File: src/rtl/data_mem_interconnect.sv
// Registered, handshaked data-side bus: CPU load/store port and NREG memory regions.
// Define DBG_PORT_EN to add the arbitrated debug read port with bounded starvation.
module data_mem_interconnect #(
  parameter int unsigned      ADDR_W       = 20,
  parameter int unsigned      DATA_W       = 32,
  parameter int unsigned      DBG_W        = 16,
  parameter int unsigned      NREG         = 3,
  parameter logic [NREG-1:0]  RO_MASK      = 3'b010,
  parameter int unsigned      READ_LAT     = 1,
  parameter int unsigned      DBG_MAX_WAIT = 8
) (
  input  logic                     clk,
  input  logic                     rst,
  input  logic                     cpu_req,
  input  logic                     cpu_we,
  input  logic [ADDR_W-1:0]        cpu_addr,
  input  logic [DATA_W-1:0]        cpu_wdata,
  output logic [DATA_W-1:0]        cpu_rdata,
  output logic                     cpu_ready,
  output logic                     cpu_err,
  input  logic                     dbg_req,
  input  logic [ADDR_W-1:0]        dbg_addr,
  output logic [DBG_W-1:0]         dbg_rdata,
  output logic                     dbg_valid,
  output logic [NREG-1:0]          mem_en,
  output logic                     mem_we,
  output logic [ADDR_W-(NREG > 1 ? $clog2(NREG) : 1)-1:0] mem_addr,
  output logic [DATA_W-1:0]        mem_wdata,
  input  logic [NREG*DATA_W-1:0]   mem_rdata
);
  localparam int unsigned SEL_W = (NREG > 1) ? $clog2(NREG) : 1;
  localparam int unsigned OFS_W = ADDR_W - SEL_W;
  localparam int unsigned LAT_W = 3;

  typedef enum logic [1:0] {IDLE, RD_WAIT, RESP} state_t;

  state_t              state;
  logic [LAT_W-1:0]    lat_cnt;
  logic [SEL_W-1:0]    cur_reg;
  logic                cpu_gnt;
  logic                dbg_gnt;
  logic                gnt;
  logic [ADDR_W-1:0]   gnt_addr;
  logic [SEL_W-1:0]    gnt_reg;
  logic [NREG-1:0]     gnt_onehot;
  logic                gnt_mapped;
  logic                gnt_ro;
  logic                gnt_we;
  logic                gnt_fault;
  logic                gnt_access;
  logic [DATA_W-1:0]   rd_word;

`ifdef DBG_PORT_EN
  localparam int unsigned WC_W = (DBG_MAX_WAIT > 0) ? $clog2(DBG_MAX_WAIT + 1) : 1;
  logic [WC_W-1:0]     wait_cnt;
  logic                wait_full;
  logic                cur_dbg;

  // Debug takes the bus when the CPU is quiet or has starved it long enough
  assign wait_full = (wait_cnt == WC_W'(DBG_MAX_WAIT));
  assign dbg_gnt   = (state == IDLE) && dbg_req && (!cpu_req || wait_full);
  assign gnt_addr  = dbg_gnt ? dbg_addr : cpu_addr;
`else
  logic unused_dbg;
  assign unused_dbg = ^{dbg_req, dbg_addr, DBG_MAX_WAIT};
  assign dbg_gnt    = 1'b0;
  assign gnt_addr   = cpu_addr;
  assign dbg_rdata  = '0;
  assign dbg_valid  = 1'b0;
`endif

  assign cpu_gnt = (state == IDLE) && cpu_req && !dbg_gnt;
  assign gnt     = cpu_gnt || dbg_gnt;
  assign gnt_we  = cpu_gnt && cpu_we;

  // Region decode; indices at or above NREG stay unmapped
  always_comb begin
    gnt_reg    = gnt_addr[ADDR_W-1 -: SEL_W];
    gnt_onehot = '0;
    gnt_mapped = 1'b0;
    gnt_ro     = 1'b0;
    for (int unsigned i = 0; i < NREG; i++) begin
      if (gnt_reg == SEL_W'(i)) begin
        gnt_onehot[i] = 1'b1;
        gnt_mapped    = 1'b1;
        gnt_ro        = RO_MASK[i];
      end
    end
  end

  assign gnt_fault  = !gnt_mapped || (gnt_we && gnt_ro);
  // Gated by rst so the memory strobes drop the moment reset asserts
  assign gnt_access = gnt && rst && !gnt_fault;
  assign mem_en     = gnt_access ? gnt_onehot : '0;
  assign mem_we     = gnt_access && gnt_we;
  assign mem_addr   = gnt_addr[OFS_W-1:0];
  assign mem_wdata  = cpu_wdata;

  always_comb begin
    rd_word = '0;
    for (int unsigned i = 0; i < NREG; i++) begin
      if (cur_reg == SEL_W'(i)) rd_word = mem_rdata[i*DATA_W +: DATA_W];
    end
  end

  always_ff @(posedge clk or negedge rst) begin
    if (!rst) begin
      state     <= IDLE;
      lat_cnt   <= '0;
      cur_reg   <= '0;
      cpu_rdata <= '0;
      cpu_ready <= 1'b0;
      cpu_err   <= 1'b0;
`ifdef DBG_PORT_EN
      wait_cnt  <= '0;
      cur_dbg   <= 1'b0;
      dbg_rdata <= '0;
      dbg_valid <= 1'b0;
`endif
    end else begin
      cpu_ready <= 1'b0;
      cpu_err   <= 1'b0;
`ifdef DBG_PORT_EN
      dbg_valid <= 1'b0;
      if (!dbg_req || dbg_gnt) wait_cnt <= '0;
      else if (cpu_gnt && !wait_full) wait_cnt <= wait_cnt + 1'b1;
`endif
      case (state)
        IDLE: begin
          if (gnt) begin
            cur_reg <= gnt_reg;
`ifdef DBG_PORT_EN
            cur_dbg <= dbg_gnt;
`endif
            if (gnt_fault) begin
              state <= RESP;
              if (cpu_gnt) begin
                cpu_ready <= 1'b1;
                cpu_err   <= 1'b1;
                if (!cpu_we) cpu_rdata <= '0;
              end
`ifdef DBG_PORT_EN
              else begin
                dbg_valid <= 1'b1;
                dbg_rdata <= '0;
              end
`endif
            end else if (gnt_we) begin
              state     <= RESP;
              cpu_ready <= 1'b1;
            end else begin
              state   <= RD_WAIT;
              lat_cnt <= LAT_W'(READ_LAT);
            end
          end
        end
        RD_WAIT: begin
          lat_cnt <= lat_cnt - 1'b1;
          if (lat_cnt == LAT_W'(1)) begin
            state <= RESP;
`ifdef DBG_PORT_EN
            if (cur_dbg) begin
              dbg_valid <= 1'b1;
              dbg_rdata <= rd_word[DBG_W-1:0];
            end else
`endif
            begin
              cpu_ready <= 1'b1;
              cpu_rdata <= rd_word;
            end
          end
        end
        RESP:    state <= IDLE;
        default: state <= IDLE;
      endcase
    end
  end
endmodule

File: config.mk
export PLATFORM = sky130hd
export DESIGN_NAME = data_mem_interconnect
export DESIGN_NICKNAME = d
export VERILOG_FILES = /design/src/rtl/data_mem_interconnect.sv
export SDC_FILE = /design/constraint.sdc
export NUM_CORES = 1
export LEC_CHECK = 0
export ABC_AREA = 1
export CAP_MARGIN = 20
export CORE_AREA = 2 2 108 110
export DETAILED_ROUTE_END_ITERATION = 7
export DIE_AREA = 0 0 110 112
export MAX_ROUTING_LAYER = met4
export PLACE_DENSITY = 0.71
export SLEW_MARGIN = 20
export SYNTH_ARGS = -nofsm -noshare
export SYNTH_HDL_FRONTEND = slang
export SYNTH_SLANG_ARGS = --single-unit
File: constraint.sdc
create_clock -name clk -period 2.15 [get_ports clk]
set_clock_uncertainty 0.1 [all_clocks]
set_input_delay 0.3225 -clock clk [delete_from_list [all_inputs] [get_ports clk]]
set_output_delay 0.3225 -clock clk [all_outputs]
set_load 0.02 [all_outputs]
# --- Word level (Yosys, flattened, before mapping) ---
# Index checks and enable logic that the tools add are counted.
totals:
  ff_bits: 41
  input_bits: 173
  elab_cells: 68
op_classes:
  n_reduce_logical: 17
  n_addsub: 1
  n_eq_ne: 12
  muxes: 32
op_table:
  columns: ["op", "count"]
  rows:
  - ["$mux 32", 7]
  - ["$pmux 32 s2", 1]
  - ["$mux 1", 13]
  - ["$mux 3", 4]
  - ["$ne 2x2->1 const B", 6]
  - ["$mux 2", 4]
  - ["$eq 2x1->1 const B", 3]
  - ["$logic_and 1x1->1", 6]
  - ["$logic_not 2->1", 3]
  - ["$pmux 3 s2", 1]
  - ["$reduce_and 5->1", 1]
  - ["$eq 2x2->1 const B", 2]
  - ["$pmux 2 s2", 1]
  - ["$reduce_and 2->1", 2]
  - ["$reduce_and 4->1", 1]
  - ["$eq 3x1->1 const B", 1]
  - ["$sub 3x1->3 const B", 1]
  - ["$logic_not 1->1", 2]
  - ["$pmux 1 s2", 1]
  - ["$reduce_bool 2->1", 1]
  - ["$logic_or 1x1->1", 1]

# --- Longest topological paths before layout ---
depth:
  ltp_word: 9
  ltp_mapped: 10
  ltp_nobuf: 9

# --- Worst setup path before layout ---
# OpenSTA, ideal clock, no wires.
synth_timing:
  path_kind: "reg2out"
  startpoint: "register state[1]"
  endpoint: "output port mem_en[1]"
  stages_incl_launch_ff: 6
  t_required_ns: 1.727
  path_buffers: 0
  setup_slack_ns: 0.532
  arrival_ns: 1.195
  cell_sequence: "dfrtp_1 > nor2_1 > nand2_2 > inv_1 > nand4_1 > a21oi_1"
synth_between:
  elab_chain_len: 8
  word_cells_on_any_way: 9
  classes_between: "mux (1); reduce/logical (8)"
synth_rtl:
  columns: ["element", "line", "rtl"]
  rows:
  - ["from (decl)", "37", "state_t state;"]
  - ["from (signal assigned)", "108", "state <= IDLE;"]
  - ["from (signal assigned)", "136", "state <= RESP;"]
  - ["from (signal assigned)", "149", "state <= RESP;"]
  - ["$logic_not 2->1 (*)", "72", "assign cpu_gnt = (state == IDLE) && cpu_req && !dbg_gnt;"]
  - ["$logic_and 1x1->1 (*)", "72", null]
  - ["$logic_and 1x1->1", "74", "assign gnt_we = cpu_gnt && cpu_we;"]
  - ["$logic_and 1x1->1", "91", "assign gnt_fault = !gnt_mapped || (gnt_we && gnt_ro);"]
  - ["$logic_or 1x1->1", "91", null]
  - ["$logic_not 1->1", "93", "assign gnt_access = gnt && rst && !gnt_fault;"]
  - ["$logic_and 1x1->1 (*)", "93", null]
  - ["$mux 3 (*)", "94", "assign mem_en = gnt_access ? gnt_onehot : '0;"]
  - ["to (decl)", "25", "output logic [NREG-1:0] mem_en,"]
# Every way passes the cells marked *; elsewhere a longest branch is shown, timed or not.

# --- Worst setup path in the final report ---
layout_timing:
  startpoint: "input port cpu_req"
  endpoint: "output port mem_en[1]"
layout_between:
  elab_chain_len: 7
  word_cells_on_any_way: 8
  classes_between: "mux (1); reduce/logical (7)"
layout_rtl:
  columns: ["element", "line", "rtl"]
  rows:
  - ["from (decl)", "14", "input logic cpu_req,"]
  - ["$logic_and 1x1->1 (*)", "72", null]
  - ["$logic_and 1x1->1", "74", null]
  - ["$logic_and 1x1->1", "91", null]
  - ["$logic_or 1x1->1", "91", null]
  - ["$logic_not 1->1", "93", null]
  - ["$logic_and 1x1->1 (*)", "93", null]
  - ["$mux 3 (*)", "94", null]
# Marked as above.

==> summary.md <==
| Metric | Value |
|---|---|
| Synth area leaders | dfrtp_1 (36%), nand2_1 (27%), buf_4 (19%) |
| 1st-iter DRT viols | 107 |
| Tot GR Track Use | 12.9% |
| Root Buffer | clkbuf_16 |
| RD Place Congestion | around 0.83 |
| Std-Cell Rows | 39 |
| TritonCTS Buffers | 5 |
| Mapped Area | 2830 µm² |
| Post-layout util | 36.6% |
| Top-count cell post-synth | nand2_1 |
| Routed Antenna Nets | 0 |
| Clk slew on worst S/H paths | 0.06 ns |
| Number of synthesized register bits | 41 |
| DIE WIDTH | ~110 µm |
| Post-synth top area share | 36.2% |
| CP Data Arrival Time | 1.59 ns |
| Slew Limit Fails | 0 |
| Dominant synthesized flop cell | dfrtp_1 |
| Clk sinks | 41 |
| Slew HR | 64.0% |
| Synth warnings | 0 |
| Reg with most FFs | cpu_rdata |
| Sequential cell fraction of total power | 27.4% |
| Commonest cells post-synth | nand2_1 (205), buf_4 (73), dfrtp_1 (41), nand3_1 (35), inv_1 (13) |
| Measured slew at the worst slew-check pin | 0.540 ns |
| Chip height | 112 µm |
| Initial antenna violation count | 0 |
| Sw Share | a little over two fifths |
| Final Hold Viols | 0 |
| Clk pwr share | 16.4% |
| RSZ-0062 raised after global routing | no |
| CP Max Fanout | 4 |
| DRC Markers | 0 |
| Power Internal | 0.00250 W |
| Clk buf depth | 2 |
| EDFF count, synth | 0 |
| Peak VDD IR | around 0.53 mV |
| Syn avg cell area | 6.96 µm² |
| CTS tree | done |
| Gr ovfl total | 0 |
| IO buf count | 139 |
| Routed vias/inst | 4.19 |
| Pwr Density | around 1100 nW/µm² |
| Worst-Skew Late Latency | 0.28 ns |
| Share of layout cells above drive strength 1 | 5.78% |
| CP Class | in -> out |
| Sequential share of the synthesized area | 36.2% |
| NetSw | between 0.0015 and 0.002 W |
| Hold/Removal Path Class | in -> async |
| Fmax achieved | roughly 0.50 GHz |
| Final wirelength | 7.96 mm |
| Core Area | around 11000 µm² |
| Maxcap violations | 0 |
| Fin Hold WS | roughly 0.12 ns |
| Netlist cell types | 21 |
| Number of nets in the layout | 676 |
| Comb pwr share | a little under three fifths |
| Area delta synth->final | 44.4% |
| Crit path launch type | input pin |
| Max reg flops | 32 |
| Full die area | around 12000 µm² |
| Status | complete, no violations |
| Post-DP HPWL | about 6.3 mm |
| Initial Util | 25.3% |
| First-pass GRT wire length | 12.1 mm |
| Vias in the first global route | 2594 |
| Regs by FF count | cpu_rdata (32), lat_cnt (3) |
| R2R Setup Slk | 0.59 ns |
| Pin count of the biggest net entering global routing | 42 |
| Vias after detailed routing | 2705 |
| DR WL/cell | 12.3 µm |
| Diode count | 0 |
| Mapped Cells | ~400 |
| H-tree Lvls | 2 |
| Final worst-path cycle share | 93.5% |
| CP endpoint kind | output pin |
| Post-synth ARST share | between 90% and 100% |
| Final Critical Period | approximately 2.0 ns |
| Final setup fails | 0 |
| DRT Pass-1 Iters | 4 |
| Num ports | 278 |
| WP data required | 1.73 ns |
| LEAKAGE | 2.00 nW |
| Post-CTS Setup Inserts | 0 |
| Tot Pwr | 0.00432 W |
| Yosys top cell by area | dfrtp_1 |
[path summary, 6_finish.rpt]
kind,end,from,depth (start not counted)
min in group clk,cpu_rdata[18],cpu_rdata[18],2
hold / removal,cpu_rdata[30],rst,2
setup / recovery,mem_en[1],cpu_req,6
max in group asynchronous,cpu_rdata[10],rst,2
hold reg to reg,cpu_rdata[18],cpu_rdata[18],2
setup reg to reg,cpu_rdata[29],cur_reg[1],7
[critical path: stages]
cell	delay (ns)
clkdlybuf4s50_1	0.54
nand2_2	0.10
inv_1	0.08
nand4_1	0.07
a21oi_1	0.13
dlygate4sd2_1	0.35
[power groups by stage]
stage,Sequential [W],Combinational [W],Clock (W)
2_1_floorplan,0.00141,0.00145,0
3_3_place_gp,0.00119,0.00244,0
3_5_place_dp,0.00119,0.00247,0
4_1_cts,0.00118,0.00248,0.000752
5_1_grt,0.00122,0.00271,0.000778
6_report,0.00119,0.00243,0.000711
[cells by family after synthesis]
kind of cell	Yosys count	share of synthesized area, %
XOR/XNOR	1	0.309
AO/OA/AOI/OAI	9	1.68
adder cells (fa/ha/maj)	2	0.883
buffers and inverters	97	24.2
AND/OR/NAND/NOR	256	36.5
flip-flops	41	36.2
other	1	0.132
[layer usage]
| layer | vias to the layer above | part of all wire (%) | global-route usage [%] | wire [µm] |
|---|---|---|---|---|
| li1 | 1349 | - | - | - |
| met2 | 128 | 47 | 21.3 | 3730 |
| met5 | - | 0 | - | 0 |
| met4 | 0 | 2.9 | 5.15 | 233 |
| met3 | 26 | 10 | 3.81 | 797 |
| met1 | 1202 | 40 | 14.5 | 3200 |
[final cells by class]
cell class,instances,area (µm²)
fillers,1182,7080
repair buffers,153,1510
multi-input cells,285,1180
flip-flops and latches,41,1030
well taps,143,179
clock buffers,8,136
inverters,15,56.3
[cells in the final DEF, fill, tap and decap left out, types with 3 or more instances in the layout]
master | netlist | layout
clkbuf_1 | 0 | 3
clkbuf_16 | 0 | 5
nand2_1 | 205 | 205
buf_4 | 73 | 12
nor2_1 | 7 | 6
o21ai_0 | 6 | 6
inv_1 | 13 | 13
dlygate4sd2_1 | 0 | 4
nand3_1 | 35 | 35
clkdlybuf4s50_1 | 0 | 134
dfrtp_1 | 41 | 41
conb_1 | 1 | 17
[stage by stage]
stage / std cells / setup slack (ns) / cell area, µm² / TNS [ns]
floorplan: 423 / 0.532 / 2890 / 0
global placement: 637 / -0.119 / 3960 / -0.142
detailed placement: 637 / -0.133 / 3960 / -0.269
CTS: 645 / 0.0733 / 4090 / 0
global route: 645 / 0.0596 / 4090 / 0
finish: 645 / 0.140 / 4090 / 0
[timing repair]
item                                    CTS  global route
endpoints found under the setup margin    4             1
resized for setup                         4             1
hold buffers                              0             0
pin swaps                                 0             0
(Power assumes the default switching activity.)
==> edit 1: new RTL, same settings <==
Make the reset (`rst`) synchronous in one clocked block.
--- a/src/rtl/data_mem_interconnect.sv
+++ b/src/rtl/data_mem_interconnect.sv
@@ -103,7 +103,7 @@
     end
   end
 
-  always_ff @(posedge clk or negedge rst) begin
+  always_ff @(posedge clk) begin
     if (!rst) begin
       state     <= IDLE;
       lat_cnt   <= '0;
Function: differs if rst is asserted again (counterexample within 4 cycles, from zero or initial values and one cycle with rst low); with rst held inactive, the same outputs for 4 cycles.
==> edit 1 against the unedited design <==
Wire length rose by 16%; synthesized area decreased by 3.7%; critical path depth grew 1; register-to-register slack lost 0.17 ns; setup slack lost 0.029 ns; sequential share of layout area decreased by 4.7 points; sequential cell count did not move; core utilization decreased by 0.60 points; design area shrank 1.7%; via count up 6.5%.
Power is not compared: it rests on default switching activity, and its combinational part moved more than twofold at a synthesized area within 25%.
==> edit 1: results <==
group,metric,value,unit
global_route,grt_pass1_vias,2848,
logic_synthesis,synth_cell_types,25,
clocking,postCtsSetupRepairBufs,0,
routing,wl_per_cell,14.14,um
layout,reg_top3,"cpu_rdata: 32 flops, lat_cnt: 3 flops",
logic_synthesis,async_flop_share,0,%
clocking,clk_latency,0.28,ns
logic_synthesis,netlist_top_cells_area,"dfxtp_1, nand2_1, buf_4, nand3_1, a21oi_1",
logic_synthesis,synth_commonest_cells,"nand2_1, buf_4, nand3_1",
clocking,clkTransAtPathRegs,0.06,ns
clocking,htree_levels,2,
routing,vias,2882,
setup_path,startpoint,"cpu_req",
setup_path,worst-path-max-fanout,3,
setup_path,endpoint,"mem_we",
worst_hold_path,holdPathStages,2,
place,dp_cells,646,
setup_path,timing.rr.start,"cur_reg[1]",
logic_synthesis,synth_cells,416,
layout,nets,685,
clocking,cts_root_buffer,"clkbuf_16",
place,gp_congestion,0.8388,
place,dp_hpwl,6963,um
setup_path,crit_arrival,1.62,ns
pwr,swShare,29.93,%
worst_hold_path,hold_class,"register to register",
clocking,clk_path_buf_depth,2,
routing,drtPass1Iterations,5,
setup_path,reg2regPathDepth,6,
routing,drt_iter0_drc,153,
pwr,peakVddDrop,0.3371,mV
global_route,track_usage,14.90,%
setup_path,rr_endpoint,"cpu_rdata[2]",
logic_synthesis,synth_flop_cell,"dfxtp_1",
layout,drive_gt1_share,8.023,%
place,dpl_cell_area,3879,sq um
logic_synthesis,synth_edf_count,0,
logic_synthesis,ys_seq_area_share,30.08,%
global_route,grt_pass1_wl,13810,um
routing,wl,9249,um
global_route,grt_max_degree,34,
timing,tightest_slew,0.8223,ns
outcome,outcome,"finished clean",
logic_synthesis,yosys_warnings,0,
timing,hold_ws,0.3590,ns
setup_path,r2r_slack,0.42,ns
place,place_ws,-0.2658,ns
timing,setup_ws,0.1109,ns
clocking,cts_buffers,5,
edit 1: cell count changes after synthesis, sizes merged, moves of 2 or more:
cell    unedited run  this run
a21oi              2        38
clkbuf             0         5
dfrtp             41         0
dfxtp              0        41
nand2            207       153
nand3             35        60
nor2              10         7
o21ai              6         4
edit 1: kinds of logic (layout without fill, tap and decap cells):
group | Yosys count | after routing | share of synthesized area, %
AND/OR/NAND/NOR | 225 | 225 | 34.94
buffers and inverters | 103 | 182 | 25.63
AO/OA/AOI/OAI | 44 | 44 | 8.299
flip-flops | 41 | 41 | 30.08
adder cells (fa/ha/maj) | 2 | 2 | 0.9169
other | 1 | 17 | 0.1374
edit 1: final cells by class:
cell class | count | area [sq um]
Inverter | 15 | 56.30
Tap cell | 143 | 178.9
Timing Repair Buffer | 159 | 1541
Fill cell | 1158 | 7151
Clock buffer | 7 | 152.6
Sequential cell | 41 | 820.8
Clock inverter | 1 | 5.005
Multi-Input combinational cell | 288 | 1269
edit 1: what timing repair did:
action	in CTS	in global routing
hold buffers	0	0
endpoints found under the setup margin	4	2
gates resized for setup	4	6
edit 1: per-layer routing:
layer	vias up	part of all wire (%)	track usage, %
met3	18	7.5	4.040
met4	0	1.8	4.557
met2	121	51	26.26
met5	-	0	-
met1	1299	40	15.99
li1	1444	-	-
edit 1: power by group through the flow:
stage               Clock [mW]  Combinational [mW]  Sequential [mW]
global route             0.857               0.807            0.821
detailed placement           0               0.745            0.834
CTS                      0.815               0.746            0.817
finish                   0.782               0.734            0.817
global placement             0               0.734            0.832
floorplan                    0               0.524            0.853
edit 1: worst max-delay path, stage by stage:
cell and delay [ns]:
clkdlybuf4s50_1 0.52, nand2_2 0.08, inv_1 0.10, buf_4 0.12, nand4_1 0.09, inv_1 0.05
dlygate4sd2_1 0.32
==> edit 2: new RTL, same flow settings <==
Made on the original files. The option `DBG_PORT_EN` is turned on by a define.
--- a/src/rtl/data_mem_interconnect.sv
+++ b/src/rtl/data_mem_interconnect.sv
@@ -1,5 +1,7 @@
 // Registered, handshaked data-side bus: CPU load/store port and NREG memory regions.
 // Define DBG_PORT_EN to add the arbitrated debug read port with bounded starvation.
+`define DBG_PORT_EN
+
 module data_mem_interconnect #(
   parameter int unsigned      ADDR_W       = 20,
   parameter int unsigned      DATA_W       = 32,
Formal check against the unedited RTL: not equivalent (Yosys sat finds a counterexample within 4 cycles, from zero or initial values and one cycle with rst low).
==> edit 2 against the unedited design <==
The flow now finishes with violations (setup timing); count of clock-buffer cells in the layout grew 5; critical path depth grew 7; power grew 130%; sequential cell count grew 22; wire length grew 110%; synthesized cell count grew 60%; synthesized area grew 61%; design area grew 89%; register-to-register slack lost 0.72 ns; setup slack lost 0.31 ns; maximum frequency shrank 13%; critical path type is now register to output pin; largest power group unchanged.
==> edit 2: results <==
group,metric,value,unit
setup_path,criticalPathCategory,"register to output pin",
logic_synthesis,ys_seq_area_share,34.59,%
logic_synthesis,synthXorXnorAreaFrac,0.1921,%
pwr,peakVddDrop,0.5836,mV
outcome,outcome,"complete, but fails checks",
setup_path,r2r_slack,-0.13,ns
layout,drive_gt1_share,26.60,%
setup_path,timing.rr.start,"wait_cnt[0]",
logic_synthesis,netlist_top_cells_area,"dfrtp_1, nand2_1, nand3_1, buf_4, nand3_2",
routing,wl_per_cell,16.84,um
clocking,clk_latency,0.33,ns
timing,setup_ws,-0.1702,ns
layout,fin_cells,1000,
setup_path,endpoint,"mem_we",
clocking,postCtsSetupRepairBufs,7,
logic_synthesis,avgSynthCellArea,6.980,sq um
global_route,grt_max_degree,64,
logic_synthesis,yosys.area_share.adder,1.098,%
setup_path,rr_endpoint,"cpu_rdata[12]",
place,gp_congestion,0.8333,
pwr,leakagePower,3.844,nW
global_route,track_usage,26.36,%
place,dp_cells,969,
setup_path,reg2regPathDepth,14,
place,dp_hpwl,11860,um
place,place_ws,-0.5386,ns
pwr,comb_power,6.58,mW
outcome,violations,"setup timing",
place,io_buffers,213,
pwr,power_density,1305,nW/um^2
timing,setup-tns-final,-4.200,ns
routing,drt_iter0_drc,293,
logic_synthesis,synth-compound-area-share,2.169,%
timing,setup_violations,41,
clocking,htree_levels,3,
clocking,cts_buffers,9,
clocking,post_cts_resized,120,
timing,maxSlewHeadroom,45.32,%
pwr,seq_power,2.03,mW
routing,viasPerCell,5.144,
setup_path,worst-path-max-fanout,6,
logic_synthesis,synth_commonest_cells,"nand2_1, nand3_1, dfrtp_1",
setup_path,crit_arrival,1.90,ns
global_route,grt_pass1_wl,24540,um
## edit 2: cell count changes after synthesis, sizes merged
| cell | unedited run | this run |
|---|---|---|
| clkbuf | 0 | 19 |
| a21oi | 2 | 4 |
| conb | 1 | 0 |
| inv | 15 | 57 |
| o22ai | 0 | 1 |
| nand3 | 35 | 176 |
| nand3b | 0 | 1 |
| o21bai | 0 | 1 |
| nand2 | 207 | 235 |
| nor3 | 2 | 0 |
| dfrtp | 41 | 63 |
| buf | 82 | 68 |
| ha | 2 | 4 |
| o21ai | 6 | 10 |
## edit 2: final cells by class
type / instances / area [sq um]
Clock inverter: 3 / 40.04
Tap cell: 143 / 178.9
Multi-Input combinational cell: 446 / 2626
Clock buffer: 13 / 270.3
Timing Repair Buffer: 275 / 2829
Inverter: 57 / 219.0
Fill cell: 918 / 3435
Sequential cell: 63 / 1577
## edit 2: critical path, cell delays in order (launching register included)
cell and delay [ns]:
dfrtp_1 0.36, inv_2 0.06, ha_4 0.16, nand3_4 0.06, nand2_4 0.08, nand2_8 0.11, nand2_2 0.07, nand2_2 0.09
nand2_4 0.06, nand2_4 0.08, nand3_4 0.08, buf_6 0.14, nor2_4 0.11, buf_6 0.13
## edit 2: metal layers
| layer | global-route usage [%] | vias to the layer above | part of all wire [%] |
|---|---|---|---|
| met3 | 6.323 | 25 | 8.9 |
| met5 | - | - | 0 |
| met4 | 8.523 | 0 | 1.8 |
| met2 | 46.63 | 232 | 53 |
| li1 | - | 2434 | - |
| met1 | 28.50 | 2453 | 37 |
## edit 2: logic make-up (layout without fill, tap and decap cells)
logic type               Yosys count  in the layout
AND/OR/NAND/NOR                  424            424
buffers and inverters            144            348
flip-flops                        63             63
AO/OA/AOI/OAI                     17             17
adder cells (fa/ha/maj)            4              4
XOR/XNOR                           1              1
